<file path="config.mk">
export PLATFORM = sky130hd
export DESIGN_NAME = fcs_frame_tx_ctrl
export DESIGN_NICKNAME = d
export VERILOG_FILES = /design/src/rtl/fcs_pkg.sv /design/src/rtl/fcs_gap_timer.sv /design/src/rtl/fcs_frame_tx_ctrl.sv
export SDC_FILE = /design/constraint.sdc
export NUM_CORES = 1
export LEC_CHECK = 0
export ABC_AREA = 0
export CORE_UTILIZATION = 54
export CTS_BUF_LIST = sky130_fd_sc_hd__clkbuf_16
export DETAILED_ROUTE_END_ITERATION = 16
export MAX_ROUTING_LAYER = met4
export PLACE_DENSITY = 0.85
export RECOVER_POWER = 25
export SKIP_CTS_REPAIR_TIMING = 1
export SYNTH_ARGS = -nofsm -noshare
export SYNTH_HDL_FRONTEND = slang
export SYNTH_HIERARCHICAL = 1
export SYNTH_SLANG_ARGS = --single-unit
</file>
<file path="constraint.sdc">
create_clock -name CLK -period 4.4 [get_ports CLK]
set_input_delay 0.88 -clock CLK [delete_from_list [all_inputs] [get_ports CLK]]
set_output_delay 0.88 -clock CLK [all_outputs]
set_load 0.01 [all_outputs]
</file>
<file path="src/rtl/fcs_pkg.sv">
// Shared types and constants for the CRC-16 FCS transmit path.
package fcs_pkg;

    localparam int FCS_WIDTH  = 16;
    localparam int BYTE_WIDTH = 8;

    // Remainder of "123456789" and of the single byte 0x01 (the generator itself).
    localparam logic [FCS_WIDTH-1:0] FCS_CHECK_123456789 = 16'h31C3;
    localparam logic [FCS_WIDTH-1:0] FCS_POLY            = 16'h1021;

    typedef enum logic [2:0] {
        ST_IDLE,
        ST_DATA,
        ST_WAIT,
        ST_FCS,
        ST_GAP
    } tx_state_e;

endpackage

</file>
<file path="src/rtl/fcs_gap_timer.sv">
// Loadable down-counter timing the inter-frame gap; done_o is high on the last gap cycle.
module fcs_gap_timer #(
    parameter int COUNT = 12
) (
    input  logic CLK,
    input  logic RST,
    input  logic load_i,
    input  logic en_i,
    output logic done_o
);

    localparam int CW = (COUNT < 2) ? 1 : $clog2(COUNT + 1);

    logic [CW-1:0] cnt_q;

    always_ff @(posedge CLK) begin
        if (RST) begin
            cnt_q <= '0;
        end else if (load_i) begin
            cnt_q <= CW'(COUNT - 1);
        end else if (en_i && (cnt_q != '0)) begin
            cnt_q <= cnt_q - CW'(1);
        end
    end

    assign done_o = (cnt_q == '0);

endmodule

</file>
<file path="src/rtl/fcs_frame_tx_ctrl.sv">
// Transmit sequencer for the serial CRC-16 FCS engine: serialises payload bytes MSB-first,
// appends the engine remainder and enforces an inter-frame gap.
//   state | meaning
//   IDLE  | ready for the first byte of a frame
//   DATA  | shifting payload bits to line and engine
//   WAIT  | source underrun, engine holding
//   FCS   | shifting the held remainder to line
//   GAP   | engine cleared, inter-frame idle
module fcs_frame_tx_ctrl
    import fcs_pkg::*;
#(
    parameter int MAX_BYTES  = 256,
    parameter int LEN_WIDTH  = 9,
    parameter int IFG_CYCLES = 12
) (
    input  logic                  CLK,
    input  logic                  RST,
    input  logic [BYTE_WIDTH-1:0] Data_In,
    input  logic                  Data_Valid,
    input  logic                  Data_Last,
    output logic                  Data_Ready,
    input  logic [FCS_WIDTH-1:0]  FCS_In,
    output logic                  FCS_Enable,
    output logic                  FCS_Data,
    output logic                  FCS_Cnt_done,
    output logic                  Ser_Out,
    output logic                  Ser_Valid,
    output logic                  Frame_Done,
    output logic [FCS_WIDTH-1:0]  Frame_Fcs,
    output logic [LEN_WIDTH-1:0]  Frame_Len,
    output logic                  Frame_Trunc
);

    localparam logic [LEN_WIDTH-1:0] MAX_CNT = LEN_WIDTH'(MAX_BYTES);

    tx_state_e             state_q, state_d;
    logic [BYTE_WIDTH-1:0] shreg_q, shreg_d;
    logic [2:0]            bit_cnt_q, bit_cnt_d;
    logic [3:0]            fcs_cnt_q, fcs_cnt_d;
    logic [LEN_WIDTH-1:0]  byte_cnt_q, byte_cnt_d;
    logic                  last_q, last_d;
    logic                  trunc_q, trunc_d;
    logic [FCS_WIDTH-1:0]  frame_fcs_q, frame_fcs_d;
    logic [LEN_WIDTH-1:0]  frame_len_q, frame_len_d;
    logic                  frame_trunc_q, frame_trunc_d;
    logic                  frame_done_q, frame_done_d;

    logic [LEN_WIDTH-1:0]  byte_cnt_inc;
    logic                  at_max;
    logic                  accept;
    logic                  gap_load;
    logic                  gap_done;

    // The count left over in IDLE belongs to the previous frame, so a fresh frame restarts at 1.
    assign byte_cnt_inc = (state_q == ST_IDLE) ? LEN_WIDTH'(1) : byte_cnt_q + LEN_WIDTH'(1);
    assign at_max       = (byte_cnt_inc == MAX_CNT);

    fcs_gap_timer #(
        .COUNT (IFG_CYCLES)
    ) u_gap_timer (
        .CLK    (CLK),
        .RST    (RST),
        .load_i (gap_load),
        .en_i   (state_q == ST_GAP),
        .done_o (gap_done)
    );

    always_comb begin
        state_d       = state_q;
        shreg_d       = shreg_q;
        bit_cnt_d     = bit_cnt_q;
        fcs_cnt_d     = fcs_cnt_q;
        byte_cnt_d    = byte_cnt_q;
        last_d        = last_q;
        trunc_d       = trunc_q;
        frame_fcs_d   = frame_fcs_q;
        frame_len_d   = frame_len_q;
        frame_trunc_d = frame_trunc_q;
        frame_done_d  = 1'b0;
        gap_load      = 1'b0;
        Data_Ready    = 1'b0;
        FCS_Enable    = 1'b0;
        FCS_Data      = 1'b0;
        FCS_Cnt_done  = 1'b0;
        Ser_Out       = 1'b0;
        Ser_Valid     = 1'b0;

        case (state_q)
            ST_IDLE: begin
                Data_Ready = 1'b1;
            end
            ST_DATA: begin
                Ser_Out    = shreg_q[BYTE_WIDTH-1];
                FCS_Data   = shreg_q[BYTE_WIDTH-1];
                Ser_Valid  = 1'b1;
                FCS_Enable = 1'b1;
                shreg_d    = {shreg_q[BYTE_WIDTH-2:0], 1'b0};
                bit_cnt_d  = bit_cnt_q + 3'd1;
                if (bit_cnt_q == 3'd7) begin
                    Data_Ready = !last_q;
                    if (last_q) begin
                        state_d   = ST_FCS;
                        fcs_cnt_d = 4'd0;
                    end else if (!Data_Valid) begin
                        state_d = ST_WAIT;
                    end
                end
            end
            ST_WAIT: begin
                Data_Ready   = 1'b1;
                FCS_Enable   = 1'b1;
                FCS_Cnt_done = 1'b1;
            end
            ST_FCS: begin
                FCS_Enable   = 1'b1;
                FCS_Cnt_done = 1'b1;
                Ser_Valid    = 1'b1;
                Ser_Out      = FCS_In[4'd15 - fcs_cnt_q];
                fcs_cnt_d    = fcs_cnt_q + 4'd1;
                if (fcs_cnt_q == 4'd15) begin
                    state_d       = ST_GAP;
                    gap_load      = 1'b1;
                    frame_fcs_d   = FCS_In;
                    frame_len_d   = byte_cnt_q;
                    frame_trunc_d = trunc_q;
                    frame_done_d  = 1'b1;
                end
            end
            ST_GAP: begin
                if (gap_done) begin
                    state_d = ST_IDLE;
                end
            end
            default: begin
                state_d = ST_IDLE;
            end
        endcase

        // Nothing may be taken from the source while reset is held.
        if (RST) begin
            Data_Ready = 1'b0;
        end

        accept = Data_Valid && Data_Ready;
        if (accept) begin
            state_d    = ST_DATA;
            shreg_d    = Data_In;
            bit_cnt_d  = 3'd0;
            byte_cnt_d = byte_cnt_inc;
            last_d     = Data_Last || at_max;
            trunc_d    = at_max && !Data_Last;
        end
    end

    always_ff @(posedge CLK) begin
        if (RST) begin
            state_q       <= ST_IDLE;
            shreg_q       <= '0;
            bit_cnt_q     <= '0;
            fcs_cnt_q     <= '0;
            byte_cnt_q    <= '0;
            last_q        <= 1'b0;
            trunc_q       <= 1'b0;
            frame_fcs_q   <= '0;
            frame_len_q   <= '0;
            frame_trunc_q <= 1'b0;
            frame_done_q  <= 1'b0;
        end else begin
            state_q       <= state_d;
            shreg_q       <= shreg_d;
            bit_cnt_q     <= bit_cnt_d;
            fcs_cnt_q     <= fcs_cnt_d;
            byte_cnt_q    <= byte_cnt_d;
            last_q        <= last_d;
            trunc_q       <= trunc_d;
            frame_fcs_q   <= frame_fcs_d;
            frame_len_q   <= frame_len_d;
            frame_trunc_q <= frame_trunc_d;
            frame_done_q  <= frame_done_d;
        end
    end

    assign Frame_Done  = frame_done_q;
    assign Frame_Fcs   = frame_fcs_q;
    assign Frame_Len   = frame_len_q;
    assign Frame_Trunc = frame_trunc_q;

endmodule

</file>
==> results of run 1 <==
## state kept, by name, summed over array words and instances, names as in the netlist
| name | flops |
|---|---|
| Frame_Done | 1 |
| Frame_Trunc | 1 |
| fcs_cnt_q | 4 |
| shreg_q | 8 |
| last_q | 1 |
| bit_cnt_q | 3 |
| state_q | 3 |
| trunc_q | 1 |
| byte_cnt_q | 9 |
| Frame_Len | 9 |
| Frame_Fcs | 16 |
| u_gap_timer/cnt_q | 4 |
## synth_stat cells (all sizes together), types with 4 or more instances
cell type	number	area, um2
nor2	25	93.8
buf	9	58.8
a21oi	40	200
mux2i	12	120
nor3	4	20.0
dfxtp	60	1200
a211oi	10	75.1
mux4	5	128
nand2	63	236
clkbuf	9	35.0
xnor2	4	35.0
nand2b	4	25.0
o21ai	15	75.1
ha	5	62.6
nand3	6	30.0
inv	9	33.8
## worst max-delay path by stage
stage	from	end	slack [ns]	depth (start not counted)
finish	FCS_In[6]	Ser_Out	0.52	6
floorplan	FCS_In[2]	Ser_Out	1.50	4
global route	FCS_In[2]	Ser_Out	0.44	6
detailed placement	FCS_In[6]	Ser_Out	0.52	6
global placement	FCS_In[2]	Ser_Out	0.54	6
CTS	FCS_In[6]	Ser_Out	0.52	6
## report_power, final
part / total [W] / internal, W / switching [W]
combinational: 0.0000858 / 0.0000461 / 0.0000397
clock: 0.000717 / 0.000487 / 0.000230
sequential: 0.000562 / 0.000554 / 0.00000785
## per-stage QoR
step / cells / utilization
floorplan: 322 / -
global placement: 434 / 0.697
detailed placement: 434 / 0.697
CTS: 450 / 0.761
global route: 450 / 0.760
finish: 450 / 0.760
## area by class of cell
class	instances	area share
clock buffer	9	0.0615
clock inverter	7	0.0226
inverter	9	0.00923
multi-input combinational	235	0.388
sequential	60	0.328
tap	67	0.0229
timing repair buffer	63	0.168
## kinds of logic (layout without fill, tap and decap cells)
group / after synthesis / after routing / synth area share
and+or+nand+nor: 126 / 126 / 0.213
muxes: 17 / 17 / 0.0901
buffers and inverters: 27 / 88 / 0.0464
DFF: 60 / 60 / 0.437
adders and majority gates: 5 / 5 / 0.0228
AOI/OAI and AO/OA: 81 / 81 / 0.172
xor gates and xnor gates: 6 / 6 / 0.0191
## layer usage
| layer | wire, um | global-route usage | vias to the layer above |
|---|---|---|---|
| met5 | 0 | - | - |
| met4 | 22 | 0.0919 | 0 |
| met3 | 302 | 0.0933 | 2 |
| met2 | 3350 | 0.437 | 59 |
| met1 | 2800 | 0.296 | 1182 |
| li1 | - | - | 1247 |
## worst min-delay path, delay by kind of cell, from the launching register on
family | cells | cell delay [ns]
AND/OR/NAND/NOR | 1 | 0.05
flip-flops | 1 | 0.30
AO/OA/AOI/OAI | 1 | 0.05
==> summary.md, run 1 <==
| Metric | Value |
|---|---|
| Status | `finished, violations left` |
| Failing checks | `capacitance limit, slew limit` |
| Relative slew slack | `-0.129` |
| DR iter-0 viols | `127` |
| Most common cell after layout, fill and taps aside | `nand2_1` |
| Design Power | `0.00136 W` |
| Cells on worst reg2reg path | `8` |
| Crit-path max cell delay | `0.53 ns` |
| Initial Utilization | `0.571` |
| Family with the most delay on the worst path | `multiplexers` |
| Filler instances | `355` |
| Critical-path maximum fanout | `2` |
| Nets@finish | `411` |
| Placed cell area | `0.00336 mm2` |
| Leak | `1.32 nW` |
| Netlist Area Pre-Place | `0.00275 mm2` |
| Syn Area/Cell | `8.54 um2` |
| GRT Overall Usage | `0.264` |
| Post-synth cell types | `45` |
| Number of synthesized register bits | `60` |
| Max-cap violation count | `1` |
| Worst-case clock skew | `0.00502 ns` |
| # rows | `25` |
| Vias in the first global route | `2288` |
| Total CTS buffers | `9` |
| Multi-input logic area | `0.00142 mm2` |
| Via density | `5.53` |
| Synth warn | `6` |
| Fin area | `0.00366 mm2` |
| VDD IR-drop max | `318 uV` |
| Worst Hold Class | `flip-flop to flip-flop` |
| Final Hold Viols | `0` |
| Slowest CP cell | `mux4_1` |
| CP startpoint kind | `primary input` |
| Net Count, Synth | `355` |
| Placer Congestion | `0.857` |
| GRT overflow | `0` |
| Routed wire per std cell | `14.4 um` |
| DRC | `0` |
| Crit path capture type | `output pin` |
| First-pass GRT wire length | `10400 um` |
| Die area | `0.00538 mm2` |
| R2r endpoint | `u_gap_timer/cnt_q[1]` |
| Die span in y | `73.3 um` |
| Setup WS pre-CTS | `0.519 ns` |
| Final setup vio count | `0` |
| Routed vias | `2490` |
| Sequential area share after synthesis | `0.437` |
| Antenna diode count | `0` |
| Setup TNS | `0 ns` |
| Register area | `0.00120 mm2` |
| Core Area | `0.00482 mm2` |
| Synth Instances | `322` |
| Htree depth | `3` |
| P&R area growth vs syn | `33.2%` |
| Crit path cell chain | `clkdlybuf4s50_1 > mux4_1 > mux4_2 > mux2i_1 > nor2_1 > clkdlybuf4s50_1` |
| Min Hold Slack | `0.451 ns` |
| Min Clock Period, post-route | `3.88 ns` |
| Unrepaired setup endpoints after global routing | `no` |
| CTS clock-pin slew for the worst setup and hold paths | `0.05 ns` |
| Hold path cells | `2` |
| CTS sink cnt | `60` |
| Critical path's most frequent cell | `clkdlybuf4s50_1` |
| Most frequent cells in the layout | `63 x nand2_1, 60 x dfxtp_1, 54 x clkdlybuf4s50_1` |
| Hold_sp | `Frame_Fcs[13]` |
| CTS Buffer Depth | `2` |
| PwrDens | `373 mW/mm2` |
| First-pass iteration count of the detailed router | `4` |
| Post-synth EDFFs | `0` |
| I/O pin cnt | `61` |
| Post-synth ARST share | `0` |
| Critical path required time | `3.52 ns` |
| Die X | `73.3 um` |
| F_max | `258 MHz` |
| DPL Wire Length | `4320 um` |
| WP buf/inv | `2` |
| Worst slew pin tran | `1.69 ns` |
| Post-route setup slack | `0.517 ns` |
| Largest net degree at the start of global routing | `51` |
| Post-route ant nets | `0` |
| Kind of critical path | `primary input to output pin` |
| Fin. max-slew vios | `30` |
| CTS tree | `yes` |
| Hold EP | `Frame_Fcs[13]` |
| Clk_lat worst skew | `0.32 ns` |
| Number of I/O port buffers | `60` |
| Root buf cell | `clkbuf_16` |
| Top_reg_cell synth | `dfxtp_1` |
| R2R Path Start | `state_q[2]` |
| R2R Setup Slk | `1.00 ns` |
| Worst EP arrival | `3.00 ns` |
| Post-Route WL | `6480 um` |
| Final Cycle Share | `0.882` |
| Layout cells sized above 1 | `0.0627` |
| Initial antenna violation count | `0` |
Note: power is estimated with default switching activity, not from simulation.
==> run 2, diff against run 1 <==
- CORE_ASPECT_RATIO: not set -> 0.8
- CORE_MARGIN: not set -> 2
- CORE_UTILIZATION: 54 -> 45
- PLACE_DENSITY: 0.85 -> 0.72
==> run 2 against run 1 <==
The flow still finishes with violations (capacitance limit, slew limit); critical endpoint unchanged; sequential share of layout area is 0.44 points lower; core utilization down 13 points; critical path type unchanged; routed wire length fell by 2.6%; clock skew shrank 0.00053 ns; combinational power about the same; total power grew 5.8%; first-iteration DRC count down 7.9%; via count down 1.8%; critical path depth stayed put.
==> summary.md, run 2 (synthesized netlist as in run 1, its figures left out) <==
| Metric | Value |
|---|---|
| Status | `finished, violations left` |
| Failing checks | `capacitance limit, slew limit` |
| Layout cells sized above 1 | `0.0679` |
| Max reg flops | `16` |
| Comb pwr share | `0.060` |
| Int Power | `0.00115 W` |
| DRC | `0` |
| Leak | `1.33 nW` |
| Die X | `91.4 um` |
| Unrepaired setup endpoints after global routing | `no` |
| Htree depth | `3` |
| Worst-case clock skew | `0.00449 ns` |
| Initial Utilization | `0.465` |
| Routed vias | `2446` |
| Crit path capture type | `output pin` |
| Critical path required time | `3.52 ns` |
| Final Hold Viols | `0` |
| Die area | `0.00675 mm2` |
| CTS tree | `yes` |
| Critical-path maximum fanout | `2` |
| Nets@finish | `411` |
| GRT overflow | `0` |
| Setup WS pre-CTS | `0.484 ns` |
| Antenna diode count | `0` |
| Post-Route WL | `6310 um` |
| Crit-path max cell delay | `0.54 ns` |
| GRT Overall Usage | `0.201` |
| CTS Buffer Depth | `2` |
| DR iter-0 viols | `117` |
| CP startpoint kind | `primary input` |
| Setup TNS | `0 ns` |
| Post-route setup slack | `0.497 ns` |
| Routed wire per std cell | `13.6 um` |
| Root buf cell | `clkbuf_16` |
| Most common cell after layout, fill and taps aside | `nand2_1` |
| Worst EP arrival | `3.02 ns` |
| Final setup vio count | `0` |
| Fin. max-slew vios | `30` |
| Core Area | `0.00591 mm2` |
| Initial antenna violation count | `0` |
| F_max | `256 MHz` |
| Total CTS buffers | `9` |
| Relative slew slack | `-0.146` |
| Critical path's most frequent cell | `clkdlybuf4s50_1` |
| Worst slew pin tran | `1.72 ns` |
| # rows | `25` |
| Via density | `5.27` |
| Min Clock Period, post-route | `3.90 ns` |
| Most frequent cells in the layout | `63 x nand2_1, 60 x dfxtp_1, 54 x clkdlybuf4s50_1` |
| Power share of the sequential group | `0.388` |
| Largest net degree at the start of global routing | `51` |
| First-pass iteration count of the detailed router | `4` |
| Worst Hold Class | `flip-flop to flip-flop` |
| Slowest CP cell | `mux4_1` |
| CTS sink cnt | `60` |
| Filler instances | `491` |
| First-pass GRT wire length | `10300 um` |
| I/O pin cnt | `61` |
| Kind of critical path | `primary input to output pin` |
| DPL Wire Length | `4210 um` |
| VDD IR-drop max | `272 uV` |
| Vias in the first global route | `2151` |
| Die span in y | `73.9 um` |
| Sw Pwr | `0.000295 W` |
| Placer Congestion | `0.847` |
| Power share of the clock group | `0.552` |
| Max-cap violation count | `1` |
| Number of I/O port buffers | `60` |
| Sw frac | `0.204` |
| Crit path cell chain | `clkdlybuf4s50_1 > mux4_1 > mux4_2 > mux2i_1 > nor2_1 > clkdlybuf4s50_1` |
| Final Util | `0.628` |
| P&R area growth vs syn | `35.0%` |
| Design Power | `0.00144 W` |
| Post-route ant nets | `0` |
| Clk_lat worst skew | `0.33 ns` |
| CTS clock-pin slew for the worst setup and hold paths | `0.05 ns` |
| PwrDens | `389 mW/mm2` |
| Final Cycle Share | `0.887` |
==> run 2: changes by cell type in the layout (fill, tap and decap cells not counted) <==
cell / delta
clkinvlp_4: +2
bufinv_16: +1
clkinv_1: -1
clkinv_2: -1
inv_1: -1
==> run 2: final timing paths <==
kind	to	slack, ns	start	cells past startpoint
worst max register to register	u_gap_timer/cnt_q[1]	1.03	state_q[2]	8
worst min-delay path	Frame_Len[7]	0.45	Frame_Len[7]	2
worst min register to register	Frame_Len[7]	0.45	Frame_Len[7]	2
worst max-delay path	Ser_Out	0.50	FCS_In[6]	6
==> run 2: metrics by stage <==
| step | hold slack (ns) | cell area, um2 | cells |
|---|---|---|---|
| 6_report | 0.450 | 3710 | 464 |
| 5_1_grt | 0.465 | 3710 | 464 |
| 4_1_cts | 0.454 | 3710 | 464 |
| 3_5_place_dp | 0.447 | 3370 | 448 |
| 3_3_place_gp | 0.440 | 3370 | 448 |
| 2_1_floorplan | 0.425 | 2750 | 322 |
==> run 2: critical path: cells and delay by family <==
family	cells	cell delay (ns)
multiplexers	3	1.18
AND/OR/NAND/NOR	1	0.07
buffers and inverters	2	0.89
==> run 2: area by class of cell <==
type,count,area (um2),area share
clock buffers,9,225,0.0607
clock inverters,7,115,0.0310
inverters,9,33.8,0.00910
multi-input cells,235,1420,0.383
flip-flops and latches,60,1200,0.324
well taps,81,101,0.0273
repair buffers,63,614,0.166
==> run 2: routing by layer <==
layer	track usage	wire length, um	vias to the layer above
li1	-	-	1244
met1	0.265	3120	1135
met2	0.293	2780	60
met3	0.0656	335	7
met4	0.0657	73	0
met5	-	0	-
==> run 2: power by group through the flow <==
| stage | Clock [W] | Sequential, W | Combinational, W |
|---|---|---|---|
| floorplan | 0 | 0.000570 | 0.0000447 |
| global placement | 0 | 0.000572 | 0.0000851 |
| detailed placement | 0 | 0.000572 | 0.0000857 |
| CTS | 0.000806 | 0.000561 | 0.0000867 |
| global route | 0.000834 | 0.000562 | 0.0000939 |
| finish | 0.000797 | 0.000561 | 0.0000861 |
